File: config.mk
export PLATFORM = sky130hd
export DESIGN_NAME = vx_tcu_drl_norm_round
export DESIGN_NICKNAME = d
export VERILOG_FILES = /design/src/rtl/vx_tcu_pkg.sv /design/src/rtl/vx_tcu_drl_lzc.sv /design/src/rtl/vx_tcu_drl_norm_round.sv
export SDC_FILE = /design/constraint.sdc
export NUM_CORES = 1
export LEC_CHECK = 0
export ABC_AREA = 0
export BUFFER_PORTS_ARGS = -buffer_cell sky130_fd_sc_hd__clkbuf_2
export CAP_MARGIN = 10
export CORE_MARGIN = 2
export CORE_UTILIZATION = 44
export CTS_BUF_LIST = sky130_fd_sc_hd__clkbuf_4
export DETAILED_ROUTE_END_ITERATION = 8
export SLEW_MARGIN = 10
export SYNTH_ARGS = -nofsm -noshare
export SYNTH_HDL_FRONTEND = slang
export SYNTH_SLANG_ARGS = --single-unit
File: constraint.sdc
create_clock -name clk -period 6.72 [get_ports clk]
set_input_delay 0.336 -clock clk [delete_from_list [all_inputs] [get_ports clk]]
set_output_delay 0.336 -clock clk [all_outputs]
set_load 0.01 [all_outputs]
File: src/rtl/vx_tcu_pkg.sv
// Shared TCU definitions: default widths, norm-stage latency, canonical NaN and
// the payload carried between the normalize/round pipeline stages.
package vx_tcu_pkg;

    localparam int unsigned TCU_NORM_LATENCY = 3;

    localparam int unsigned TCU_ACC_W     = 48;
    localparam int unsigned TCU_FRAC_BITS = 44;
    localparam int unsigned TCU_EXP_W     = 8;
    localparam int unsigned TCU_MAN_W     = 23;
    localparam int unsigned TCU_BIAS      = 127;
    localparam int unsigned TCU_TAG_W     = 8;

    localparam int unsigned TCU_E_W   = TCU_EXP_W + $clog2(TCU_ACC_W) + 2;
    localparam int unsigned TCU_RES_W = 1 + TCU_EXP_W + TCU_MAN_W;

    localparam logic [TCU_RES_W-1:0] TCU_CANON_NAN =
        {1'b0, {TCU_EXP_W{1'b1}}, 1'b1, {(TCU_MAN_W-1){1'b0}}};

    // mag holds |sum| after S1 and the normalized significand after S2
    typedef struct packed {
        logic                      sign;
        logic                      zero;
        logic                      nan;
        logic                      inf;
        logic                      inf_sign;
        logic signed [TCU_E_W-1:0] e;
        logic [TCU_ACC_W-1:0]      mag;
        logic [TCU_TAG_W-1:0]      tag;
    } tcu_norm_payload_t;

endpackage

File: src/rtl/vx_tcu_drl_lzc.sv
// Leading-one detector: reports the index of the most significant set bit and
// whether the input is all zeros.
module vx_tcu_drl_lzc #(
    parameter int unsigned WIDTH = 48,
    parameter int unsigned POS_W = $clog2(WIDTH)
) (
    input  logic [WIDTH-1:0] data,
    output logic [POS_W-1:0] pos,
    output logic             zero
);

    always_comb begin
        pos = '0;
        for (int unsigned i = 0; i < WIDTH; i++) begin
            if (data[i]) begin
                pos = POS_W'(i);
            end
        end
    end

    assign zero = ~|data;

endmodule

File: src/rtl/vx_tcu_drl_norm_round.sv
// Converts the aligned signed accumulator sum and shared exponent into a packed
// IEEE float through a 3-stage elastic pipeline (LZC, normalize, round/pack).
module vx_tcu_drl_norm_round
    import vx_tcu_pkg::*;
#(
    parameter int unsigned ACC_W     = TCU_ACC_W,
    parameter int unsigned FRAC_BITS = TCU_FRAC_BITS,
    parameter int unsigned EXP_W     = TCU_EXP_W,
    parameter int unsigned MAN_W     = TCU_MAN_W,
    parameter int unsigned BIAS      = TCU_BIAS,
    parameter int unsigned TAG_W     = TCU_TAG_W
) (
    input  logic                     clk,
    input  logic                     reset,
    input  logic                     valid_in,
    output logic                     ready_in,
    input  logic [ACC_W-1:0]         sum_in,
    input  logic [EXP_W-1:0]         max_exp_in,
    input  logic                     nan_in,
    input  logic                     inf_in,
    input  logic                     inf_sign_in,
    input  logic [TAG_W-1:0]         tag_in,
    output logic                     valid_out,
    input  logic                     ready_out,
    output logic [EXP_W+MAN_W:0]     result_out,
    output logic [TAG_W-1:0]         tag_out
);

    localparam int unsigned POS_W = $clog2(ACC_W);
    localparam int unsigned E_W   = EXP_W + POS_W + 2;
    localparam int unsigned RES_W = 1 + EXP_W + MAN_W;
    localparam int unsigned GRD   = ACC_W - 2 - MAN_W;
    localparam logic signed [E_W-1:0] EXP_INF = E_W'((1 << EXP_W) - 1);

    logic                        en;
    logic [TCU_NORM_LATENCY-1:0] vld_q;

    logic [ACC_W-1:0]  mag;
    logic [POS_W-1:0]  lead_pos;
    logic              lead_zero;
    logic [E_W-1:0]    e_unbiased;

    tcu_norm_payload_t s1_d, s1_q;
    tcu_norm_payload_t s2_d, s2_q;
    logic [POS_W-1:0]  s1_pos_q;

    logic [MAN_W-1:0]      mant;
    logic                  guard;
    logic                  sticky;
    logic                  round_up;
    logic [MAN_W:0]        mant_r;
    logic signed [E_W-1:0] e_r;
    logic                  underflow;
    logic [RES_W-1:0]      result_d;
    logic [RES_W-1:0]      result_q;
    logic [TAG_W-1:0]      tag_q;
    logic                  unused_hidden;

    // Whole pipe advances together; only a stalled valid output freezes it.
    assign en         = ~(valid_out & ~ready_out);
    assign ready_in   = en;
    assign valid_out  = vld_q[TCU_NORM_LATENCY-1];
    assign result_out = result_q;
    assign tag_out    = tag_q;

    // S1: sign/magnitude and leading-one position
    assign mag = sum_in[ACC_W-1] ? -sum_in : sum_in;

    vx_tcu_drl_lzc #(
        .WIDTH (ACC_W),
        .POS_W (POS_W)
    ) u_lzc (
        .data (mag),
        .pos  (lead_pos),
        .zero (lead_zero)
    );

    always_comb begin
        e_unbiased = E_W'(max_exp_in) - E_W'(BIAS) + E_W'(lead_pos) - E_W'(FRAC_BITS);
        s1_d          = '0;
        s1_d.sign     = sum_in[ACC_W-1];
        s1_d.zero     = lead_zero;
        s1_d.nan      = nan_in;
        s1_d.inf      = inf_in;
        s1_d.inf_sign = inf_sign_in;
        s1_d.e        = e_unbiased + E_W'(BIAS);
        s1_d.mag      = mag;
        s1_d.tag      = tag_in;
    end

    // S2: move the leading one up to the MSB
    always_comb begin
        s2_d     = s1_q;
        s2_d.mag = s1_q.mag << (POS_W'(ACC_W - 1) - s1_pos_q);
    end

    // S3: round-to-nearest-even, then resolve specials and range
    assign unused_hidden = s2_q.mag[ACC_W-1];

    always_comb begin
        mant      = s2_q.mag[ACC_W-2 -: MAN_W];
        guard     = s2_q.mag[GRD];
        sticky    = |s2_q.mag[GRD-1:0];
        round_up  = guard & (sticky | mant[0]);
        mant_r    = {1'b0, mant} + (MAN_W + 1)'(round_up);
        e_r       = s2_q.e + E_W'(mant_r[MAN_W]);
        underflow = s2_q.e[E_W-1] | (s2_q.e == '0);

        result_d = {s2_q.sign, e_r[EXP_W-1:0], mant_r[MAN_W-1:0]};
        if (s2_q.nan) begin
            result_d = TCU_CANON_NAN;
        end else if (s2_q.inf) begin
            result_d = {s2_q.inf_sign, {EXP_W{1'b1}}, {MAN_W{1'b0}}};
        end else if (s2_q.zero) begin
            result_d = '0;
        end else if (e_r >= EXP_INF) begin
            result_d = {s2_q.sign, {EXP_W{1'b1}}, {MAN_W{1'b0}}};
        end else if (underflow) begin
            result_d = {s2_q.sign, {(EXP_W + MAN_W){1'b0}}};
        end
    end

    // Data registers load only behind a valid beat so bubbles leave them untouched.
    always_ff @(posedge clk) begin
        if (reset) begin
            vld_q    <= '0;
            result_q <= '0;
            tag_q    <= '0;
        end else if (en) begin
            vld_q <= {vld_q[TCU_NORM_LATENCY-2:0], valid_in};
            if (valid_in) begin
                s1_q     <= s1_d;
                s1_pos_q <= lead_pos;
            end
            if (vld_q[0]) begin
                s2_q <= s2_d;
            end
            if (vld_q[1]) begin
                result_q <= result_d;
                tag_q    <= s2_q.tag;
            end
        end
    end

endmodule

=== Word-level counts from Yosys, hierarchy flattened ===
Cells that the tools add are included.

* Logic and storage cells: 97
* Register bits after elaboration: 202
* Output and inout port bits: 42

* Shifts and indexed selects: 1
* Mux-type cells: 53
* Add/subtract/negate cells: 8
* Reductions and logical operators: 7
* Bitwise logic cells: 7
* $lt $le $gt $ge: 1

{| class="wikitable"
|+ Operator list
! kind !! count
|-
| 2-to-1 mux 32 bit || 3
|-
| 2-to-1 mux 6 bit || 16
|-
| 2-to-1 mux 5 bit || 16
|-
| 2-to-1 mux 31 bit || 2
|-
| 2-to-1 mux 48 bit || 1
|-
| negator 48 bit || 1
|-
| OR reduction 48 bit || 1
|-
| << shifter 48 x 6 -> 47 bit || 1
|-
| 2-to-1 mux 4 bit || 8
|-
| adder 23 x 1 -> 24 bit || 1
|-
| OR reduction 23 bit || 1
|-
| adder 16 x 1 -> 16 bit || 1
|-
| greater-or-equal comparator 16 x 9 -> 1 bit, second input constant || 1
|-
| logical NOT 16 bit || 1
|-
| adder 11 x 8 -> 12 bit, second input constant || 1
|-
| 2-to-1 mux 3 bit || 4
|-
| subtractor 10 x 7 -> 11 bit, second input constant || 1
|-
| adder 9 x 7 -> 10 bit || 1
|-
| subtractor 8 x 7 -> 9 bit, second input constant || 1
|-
| AND reduction 3 bit || 2
|-
| subtractor 6 bit, first input constant || 1
|-
| 2-to-1 mux 2 bit || 2
|-
| NOT 1 bit || 3
|-
| AND 1 bit || 2
|-
| other kinds (4) || 5
|}

=== Longest topological paths before layout ===
Gate-level depths: netlist (run 1).

* Depth in word-level cells: 52
* Mapped depth: 23
* Depth with buffers taken out: 21

=== By module ===
From an unflattened synthesis (run 1), not the netlist that was laid out.

* Cells, all modules: 1019
* Area, all modules: 11332.1 um^2

{| class="wikitable"
|+ By module, submodules not included
! module !! cells each !! area an instance (um^2) !! times used
|-
| vx_tcu_drl_norm_round || 924 || 10732.8 || 1
|-
| vx_tcu_drl_lzc || 95 || 599.3 || 1
|}

=== Least setup slack after synthesis (run 1) ===
No wires, ideal clock.

* Kind: input -> register
* Start: input reset
* End: register s1_pos_q[0], enable pin
* Stages on the path: 2
* Arrival: 6.251 ns
* Required time: 6.094 ns
* Setup slack: -0.157 ns
* Buffers on the path: 1
* Cell sequence: clkbuf_1 nor3b_1

* Word-level cells in the longest chain between the ends: 2

{| class="wikitable"
|+ Ends and longest elaborated chain
! item !! RTL line !! RTL
|-
| from (decl) || vx_tcu_drl_norm_round.sv:14 || <nowiki>input logic reset,</nowiki>
|-
| NOT 1 bit (no line) || -- ||
|-
| AND reduction 3 bit (no line) || -- ||
|-
| to (signal assigned) || vx_tcu_drl_norm_round.sv:133 || <nowiki>s1_pos_q <= lead_pos;</nowiki>
|-
| to (decl) || vx_tcu_drl_norm_round.sv:45 || <nowiki>logic [POS_W-1:0] s1_pos_q;</nowiki>
|}

Every way passes these cells.
A chain may end at the register's enable or synchronous reset.

==> flow_results.org, run 1 <==
** Run status
- The flow ran to the end, and the final reports show no timing, DRC or antenna violations.

** Floorplanning
- Standard-cell rows :: 62
- Floorplan die height :: 175 um
- Core region area :: 28700 um^2
- Number of primary I/O pins :: 113
- Starting density of the core :: 0.448
- Area enclosed by the die boundary :: 30600 um^2
- Measured along the x axis, the die boundary spans 175 um.

** Routing
- Iteration-0 DRC Markers :: 697
- After detailed routing, the number of vias per cell comes to about 5.7.
- For this run, design rule violations remaining after detail routing come to 0.
- Final antenna-violating net count :: 0
- Detailed-router iteration count before antenna repair :: 6
- Average wire per standard cell :: around 17 um
- The routed layout has 10.5k vias.
- Final wirelength :: between 30000 and 40000 um

** Yosys
- The synthesized design contains 193 register bits.
- In this run, synthesis inferred 150 flip-flops with an integrated enable.
- After synthesis, the mean cell area works out to 9.41 um^2.
- Summed over all instances, the cell type with the most area after synthesis is edfxtp_1.
- For this run, the register share of the synthesized area comes to 0.418.
- Netlist area before placement :: 12800 um^2
- Counting flops with an async set or reset pin after synthesis yields a share of 0.
- Synthesis produced a netlist with a net count of between 1k and 1.5k.
- Main area contributors after synthesis :: edfxtp_1, dfxtp_1, nand2_1, mux2i_1, nor2_1
- The cell count after synthesis came out at 1366.
- Synthesis warning total :: 0
- Counting distinct cell types in the post-synthesis netlist gives 89.
- Yosys top cell area share :: 0.351
- Leading cell types by count after synthesis :: nand2_1, edfxtp_1, nor2_1
- By instance count, the leading cell after synthesis is nand2_1.
- For this run, the leading register cell type out of synthesis is edfxtp_1.

** Placement
- Summed over all nets, the half-perimeter wirelength after detailed placement is 23100 um.
- In this run the cell area measured after placement is 13600 um^2.
- Weighted congestion reported at the end of routability-driven placement :: between 0.8 and 0.9
- Including well taps, the total number of placed cells is 1781.
- Number of port buffers :: 112

** Worst setup path
- Worst path top cell family by delay :: simple AND/OR/NAND/NOR gates
- Critical path class :: input port to register
- STA puts the critical path data required time at 7.10 ns.
- Worst EP arrival :: 5.96 ns
- The number of buffers and inverters on the critical path is 2.
- The critical path goes through dlygate4sd3_1 > clkbuf_2 > nor2_1 > and4_1 > nand3_2 > or2_1 > a22o_1 > or3_1 > o311ai_2 > ha_1 > ha_1 > a21o_1 > a21oi_1 > o21bai_1 > a21oi_1 > nor2b_1 > o21a_1 > nor2_1 > xnor2_1.
- The slowest stage of the critical path is the and4_1 cell.
- STA classifies the critical path endpoint as a register.
- CP Max Fanout :: 14
- STA classifies the critical path startpoint as an input port.
- Worst stage delay on the critical path :: between 0.6 and 0.7 ns

** Timing
- Final max-slew violation count :: 0
- For the pin with the worst max-slew slack, the measured transition is approximately 0.98 ns.
- The worst pin sits at a relative slew slack of 0.349.
- Worst Clk Skew :: approximately 0.034 ns
- Endpoints failing setup :: 0
- Static timing analysis puts the maximum clock frequency at roughly 180 MHz.
- Clock period minus final worst setup slack :: 5.58 ns
- The count of endpoints failing hold in the final timing report was 0.
- Setup repair after global routing missed its margin :: false
- Final TNS setup :: 0 ns
- Dividing the final minimum period by the clock period gives 0.831.

** Clock network
- TritonCTS built the clock tree.
- CTS Buf Count :: 17
- The later pin in the worst-skew pair is clocked with a latency of 0.59 ns.
- No sink is reached through more buffers than the 2 on the longest clock path.
- In this run the number of H-tree levels came out at 4.
- Clock slew seen by the registers of the worst setup and hold paths :: 0.19 ns
- Buffer cell driving the clock tree root :: clkbuf_4
- Once the clock tree was built, the resizer swapped 0 gates to a different size.
- TritonCTS Sinks :: 193

** Layout
- Number of non-filler instances in the completed layout :: between 1.5k and 2k
- With fillers left out, the area of the finished cells amounts to 14100 um^2.
- Area growth syn-to-layout :: 9.54%
- At the end of the flow, the number of nets in the layout was about 1.5k.
- In the final layout, the share of cells above drive strength 1 is 0.166.
- Filler cell count :: 2757
- Once layout is complete, the utilization of the core stands at 0.490.

** GRT
- Total global routing overflow :: 0
- The first global-routing pass estimated 50500 um of wire.
- Largest net degree at the start of global routing :: 79
- Antenna violations before repair :: 1
- Across every metal layer, demand over resource in global routing totals 0.203.
- The number of global-route vias before repair is slightly below 10k.

** Power
- Total power :: 2.55 mW
- PwrDens :: 181 nW/um^2
- Leak Pwr :: 5.11 nW
- Peak supply drop :: 0.0978 mV

** Flow run
- Maxcap violations :: 0

** Min path
- Worst min-delay path class :: input port to register
## final timing paths
kind,start,endpoint,slack [ns],cells after the start
setup / recovery,sum_in[0],s1_q[64],1.14,19
hold reg to reg,s1_q[0],s2_q[0],0.43,0
hold / removal,ready_out,vld_q[1],0.09,4
setup reg to reg,mant[0],result_out[3],2.08,16
## through the flow
| step | setup slack (ns) | hold slack, ns |
|---|---|---|
| 6_report | 1.14 | 0.0926 |
| 5_1_grt | 0.739 | 0.0178 |
| 4_1_cts | 1.23 | 0.0335 |
| 3_5_place_dp | 0.986 | 0.405 |
| 3_3_place_gp | 1.06 | 0.401 |
| 2_1_floorplan | 0.284 | 0.400 |
## registers in the layout, indices dropped and copies added, names as in the netlist
register / cells
guard: 1
mant: 23
result_out: 32
s1_pos_q: 6
s1_q: 72
s2_q: 48
tag_out: 8
vld_q: 3
## cell usage in the layout, fill, tap and decap left out, drive strengths merged, types with 6 or more instances in the layout
cell         instances
a2111oi              8
a211oi              17
a21o                 6
a21oi               65
a22oi               26
a31oi               18
a41oi                6
and2                 6
and3                14
buf                 16
clkbuf             129
clkinv               6
dfxtp               43
dlygate4sd3         13
edfxtp             150
ha                  19
inv                 54
mux2                23
mux2i               55
mux4                19
nand2              158
nand2b              12
nand3               30
nand4               19
nor2               145
nor2b               17
nor3                46
nor4                23
o211ai              17
o21ai               50
o22a                 7
o22ai               18
o31a                 6
o31ai               12
o41ai                9
or2                  8
or3                 14
or4                 10
xnor2               45
xor2                33
## timing repair
action                                 in CTS  in global routing
buffers inserted                            0                  0
hold buffers                               13                  0
endpoints found under the hold margin      13                  0
## cells by family after synthesis
| family | after synthesis | share of synthesized area |
|---|---|---|
| and+or+nand+nor | 525 | 0.201 |
| AOI/OAI and AO/OA | 311 | 0.168 |
| DFF | 193 | 0.418 |
| buffers and inverters | 142 | 0.0435 |
| muxes | 97 | 0.0966 |
| xor gates and xnor gates | 78 | 0.0532 |
| adders and majority gates | 20 | 0.0201 |
## worst min-delay path: stages
cell,delay [ns]
clkbuf_2,0.07
nor2b_1,0.11
nand2_1,0.10
a21oi_1,0.05
## metal layers
layer | wire [um] | vias up | GRT usage
li1 | - | 5244 | -
met1 | 14500 | 4858 | 0.288
met2 | 14100 | 318 | 0.329
met3 | 1380 | 37 | 0.0276
met4 | 550 | 0 | 0.0528
met5 | 0 | - | 0
## power breakdown
part / switching (mW) / leakage, nW / internal (mW) / total (mW)
sequential: 0.0299 / 1.73 / 1.36 / 1.39
combinational: 0.319 / 3.22 / 0.205 / 0.524
clock: 0.457 / 0.165 / 0.179 / 0.636
total: 0.806 / 5.11 / 1.74 / 2.55
## area by class of cell
cell class	count	area (um^2)	area share
tap	384	480	0.0341
multi-input combinational	1031	6940	0.493
timing repair buffer	141	811	0.0576
antenna	1	2.50	0.000178
inverter	45	169	0.0120
sequential	193	5370	0.381
clock buffer	17	128	0.00907
clock inverter	15	179	0.0127
Note: power is estimated with default switching activity, not from simulation.
==> inputs of run 2 (changes only) <==
==> constraint.sdc (replaced) <==
create_clock -name clk -period 5.2 [get_ports clk]
set_input_delay 0.26 -clock clk [delete_from_list [all_inputs] [get_ports clk]]
set_output_delay 0.26 -clock clk [all_outputs]
set_load 0.01 [all_outputs]
==> run 2 against run 1 <==
  * Critical path depth up 2
  * Sequential share of layout area down 0.79 points
  * Clock power grew 29%
  * Sequential cell count unchanged
  * Via count rose by 1.2%
  * Routed wire length rose by 2.2%
  * Core utilization rose by 1.0 points
  * Total power up 30%
  * Critical path type unchanged
==> flow_results.org, run 2 (synthesized netlist as in run 1, its figures left out) <==
** Timing
- For this run, the top clock speed supported by timing is 207 MHz.
- Pin slew with the least headroom to its limit :: 1.12 ns
- Setup violations remaining at the end of the flow were counted as 0.
- The worst pin sits at a relative slew slack of 0.257.
- Setup repair after global routing missed its margin :: false
- The count of endpoints failing hold in the final timing report was 0.
- Part of the cycle the worst path needs :: 0.931
- Final TNS setup :: 0 ns
- For the final database, setup skew stands at about 0.037 ns.
- Post-route worst setup slack :: about 0.36 ns
- Final max-slew violation count :: 0
- Counting I/O delays and the setup requirement, the final critical path takes approximately 4.8 ns.
- The tightest hold path in the finished design has a slack of 0.0396 ns.

** Placement
- At the placement stage, the worst setup path has a slack of -0.0700 ns.
- Once detailed placement completed, the half-perimeter wirelength came to 23600 um.
- Summing all placed instances gives a cell area of 13900 um^2.
- The congestion estimate from routability-driven global placement came to 0.892.
- Number of port buffers :: 112
- Post-Place Cells :: 1810

** GRT
- The number of antenna violations at the first check in global routing came to 1.
- Total global-route track usage :: 0.206
- Total global routing overflow :: 0
- Largest net degree at the start of global routing :: 86
- The first global-routing pass estimated slightly above 50000 um of wire.
- Vias in the first global route :: 9857

** Min path
- Along the worst hold path, the cell count comes to 3.
- For hold timing, the worst endpoint is s1_q[64].
- Hold Path Origin :: max_exp_in[7]
- Worst min-delay path class :: input port to register

** Layout
- Final design instance area without fill :: 14400 um^2
- Across the whole layout, storage elements account for 5370 um^2.
- The filler cells instantiated in the layout total around 2.8k.
- The register with the most flip-flops in the layout has 72 of them.
- Most used cells in the layout excluding fill and tap cells :: nand2_1, edfxtp_1, nor2_1
- Number of non-filler instances in the completed layout :: 1859
- Relative to the synthesized area, the layout overhead comes to 11.8%.
- Number of nets in the final layout :: 1552
- Fraction of final layout cells with drive strength greater than 1 :: 0.184
- Most common library cell in the layout ignoring fill and taps :: nand2_1
- Area used by multi-input combinational logic :: 6950 um^2
- Ranked by flip-flop count, first place goes to s1_q.

** Power
- PwrDens :: between 200 and 250 nW/um^2
- Switching share of total power :: 0.316
- Fraction of power consumed by the clock network :: 0.248
- The analysis attributes to net switching a power of 1.04 mW.
- Of the total power, registers draw 0.543.
- Peak supply drop :: 0.107 mV
- Summed over all cells, the static leakage comes to between 5 and 6 nW.
- Relative contribution of combinational cells to total power :: 0.209
- The internal portion of the total power is 2.26 mW.

** Run status
- The flow ran to the end, and the final reports show no timing, DRC or antenna violations.

** Routing
- After the first detailed-routing iteration, the DRC count stood at between 600 and 700.
- In this run the remaining antenna-violating nets after routing total 0.
- Dividing the detail-routed via count by the number of cells gives 5.69.
- Final wirelength :: 31300 um
- Average wire per standard cell :: roughly 17 um
- Detailed-router iteration count before antenna repair :: 6
- Number of vias in the routed layout :: 10.6k
- Total DRC errors in the routed layout :: 0

** Worst setup path
- Buf/Inv on CP :: 4
- Nature of the critical path endpoint :: register
- Register-to-register setup slack :: 1.25 ns
- In this run the critical register-to-register path is launched from mant[0].
- STA puts the critical path data required time at between 5 and 6 ns.
- Worst path top cell family by delay :: compound AO/OA/AOI/OAI gates
- STA puts the critical path data arrival time at between 5 and 6 ns.
- Critical path class :: input port to register
- Reg-to-reg critical path endpoint :: result_out[10]
- Measured in cells, the most critical reg-to-reg path has a length of 18.
- Critical Path Slowest Stage Cell :: dlygate4sd3_1
- Worst stage delay on the critical path :: 0.56 ns
- STA classifies the critical path startpoint as an input port.
- Of all nets on the critical path, the largest fanout is 7.
- Walking the worst path, the cells encountered are dlygate4sd3_1 > clkbuf_2 > nor4_1 > buf_4 > and4_1 > nand4_1 > buf_4 > o211ai_1 > nand2_1 > a211oi_1 > o311ai_2 > ha_1 > ha_1 > a21o_1 > a21oi_1 > o21bai_1 > a21oi_1 > nor2b_1 > o21a_1 > nor2_1 > xnor2_1.

** Clock network
- Clock slew seen by the registers of the worst setup and hold paths :: ~0.18 ns
- TritonCTS Sinks :: 193
- Buffer cell driving the clock tree root :: clkbuf_4
- TritonCTS built the clock tree.
- Counting along the longest clock path gives a buffer depth of 2.
- Post-CTS setup buffer count :: 0
- Clock latency at the later pin of the worst-skew pair :: 0.61 ns
- The H-tree was split into 4 levels.
- TritonCTS created 17 clock buffers.

** Floorplanning
- The initial utilization of the core area, before any placement, comes to 0.448.
- Floorplan die height :: 175 um
- Row generation in the floorplan step produced 62 rows.
- Core region area :: 28700 um^2
- Area enclosed by the die boundary :: 30600 um^2
- Number of primary I/O pins :: 113
- In this run the horizontal extent of the chip is about 170 um.

** Flow run
- Maxcap violations :: 0
==> run 2: changes by cell type in the layout (fill, tap and decap cells not counted), sizes merged <==
cell and delta:
clkinvlp +1, inv -2, dlygate4sd3 +3, buf +29, clkinv +1
==> run 2: final cells by class <==
class	count	area share
Antenna cell	1	0.000174
Clock buffer	17	0.00888
Clock inverter	15	0.0124
Inverter	45	0.0118
Multi-Input combinational cell	1031	0.484
Sequential cell	193	0.373
Tap cell	384	0.0334
Timing Repair Buffer	173	0.0763
==> run 2: what timing repair did <==
action,CTS,global route
endpoints found under the hold margin,15,1
resized for setup,0,3
setup endpoints to repair,0,5
hold buffers,15,1
==> run 2: per-layer routing <==
metal  GRT usage  vias up  routed length [um]
met5           0        -                   0
li1            -     5298                   -
met1       0.295     4963               14800
met2       0.332      292               14700
met4      0.0531        0                 497
met3      0.0248       33                1300
==> run 2: worst max path at each step <==
stage                     from  slack [ns]  cells after the start       end
floorplan           sum_in[25]        0.40                     21  s1_q[64]
global placement    sum_in[16]       -0.05                     21  s1_q[70]
detailed placement  sum_in[16]       -0.07                     21  s1_q[65]
CTS                  sum_in[0]        0.15                     22  s1_q[65]
global route        sum_in[12]        0.04                     21  s1_q[64]
finish              sum_in[12]        0.36                     21  s1_q[64]
==> run 2: worst reg2reg max path: stages, from the launching register on <==
cell      delay, ns
edfxtp_1       0.41
and2_1         0.16
nand3_1        0.21
nor2_1         0.16
nand2_1        0.06
nor4_1         0.40
and3_1         0.26
ha_1           0.27
ha_1           0.24
nand3_1        0.16
nor3_1         0.33
mux2i_1        0.22
a32oi_1        0.08
o21ai_1        0.15
buf_4          0.18
and3b_1        0.16
buf_4          0.24
a22oi_1        0.10
nor2_1         0.09
==> run 2: stage by stage <==
| step | utilization | total power, mW |
|---|---|---|
| 3_5_place_dp | 0.484 | 2.50 |
| 6_report | 0.501 | 3.30 |
| 5_1_grt | 0.501 | 3.48 |
| 2_1_floorplan | - | 2.30 |
| 3_3_place_gp | 0.484 | 2.50 |
| 4_1_cts | 0.500 | 3.32 |
==> run 2: power groups by stage <==
stage                     logic, mW  registers, mW  clock network, mW
after floorplan               0.482           1.82                  0
after global placement        0.670           1.83                  0
after detailed placement      0.674           1.83                  0
after CTS                     0.686           1.79              0.845
after global routing          0.766           1.80              0.908
final                         0.691           1.79              0.819
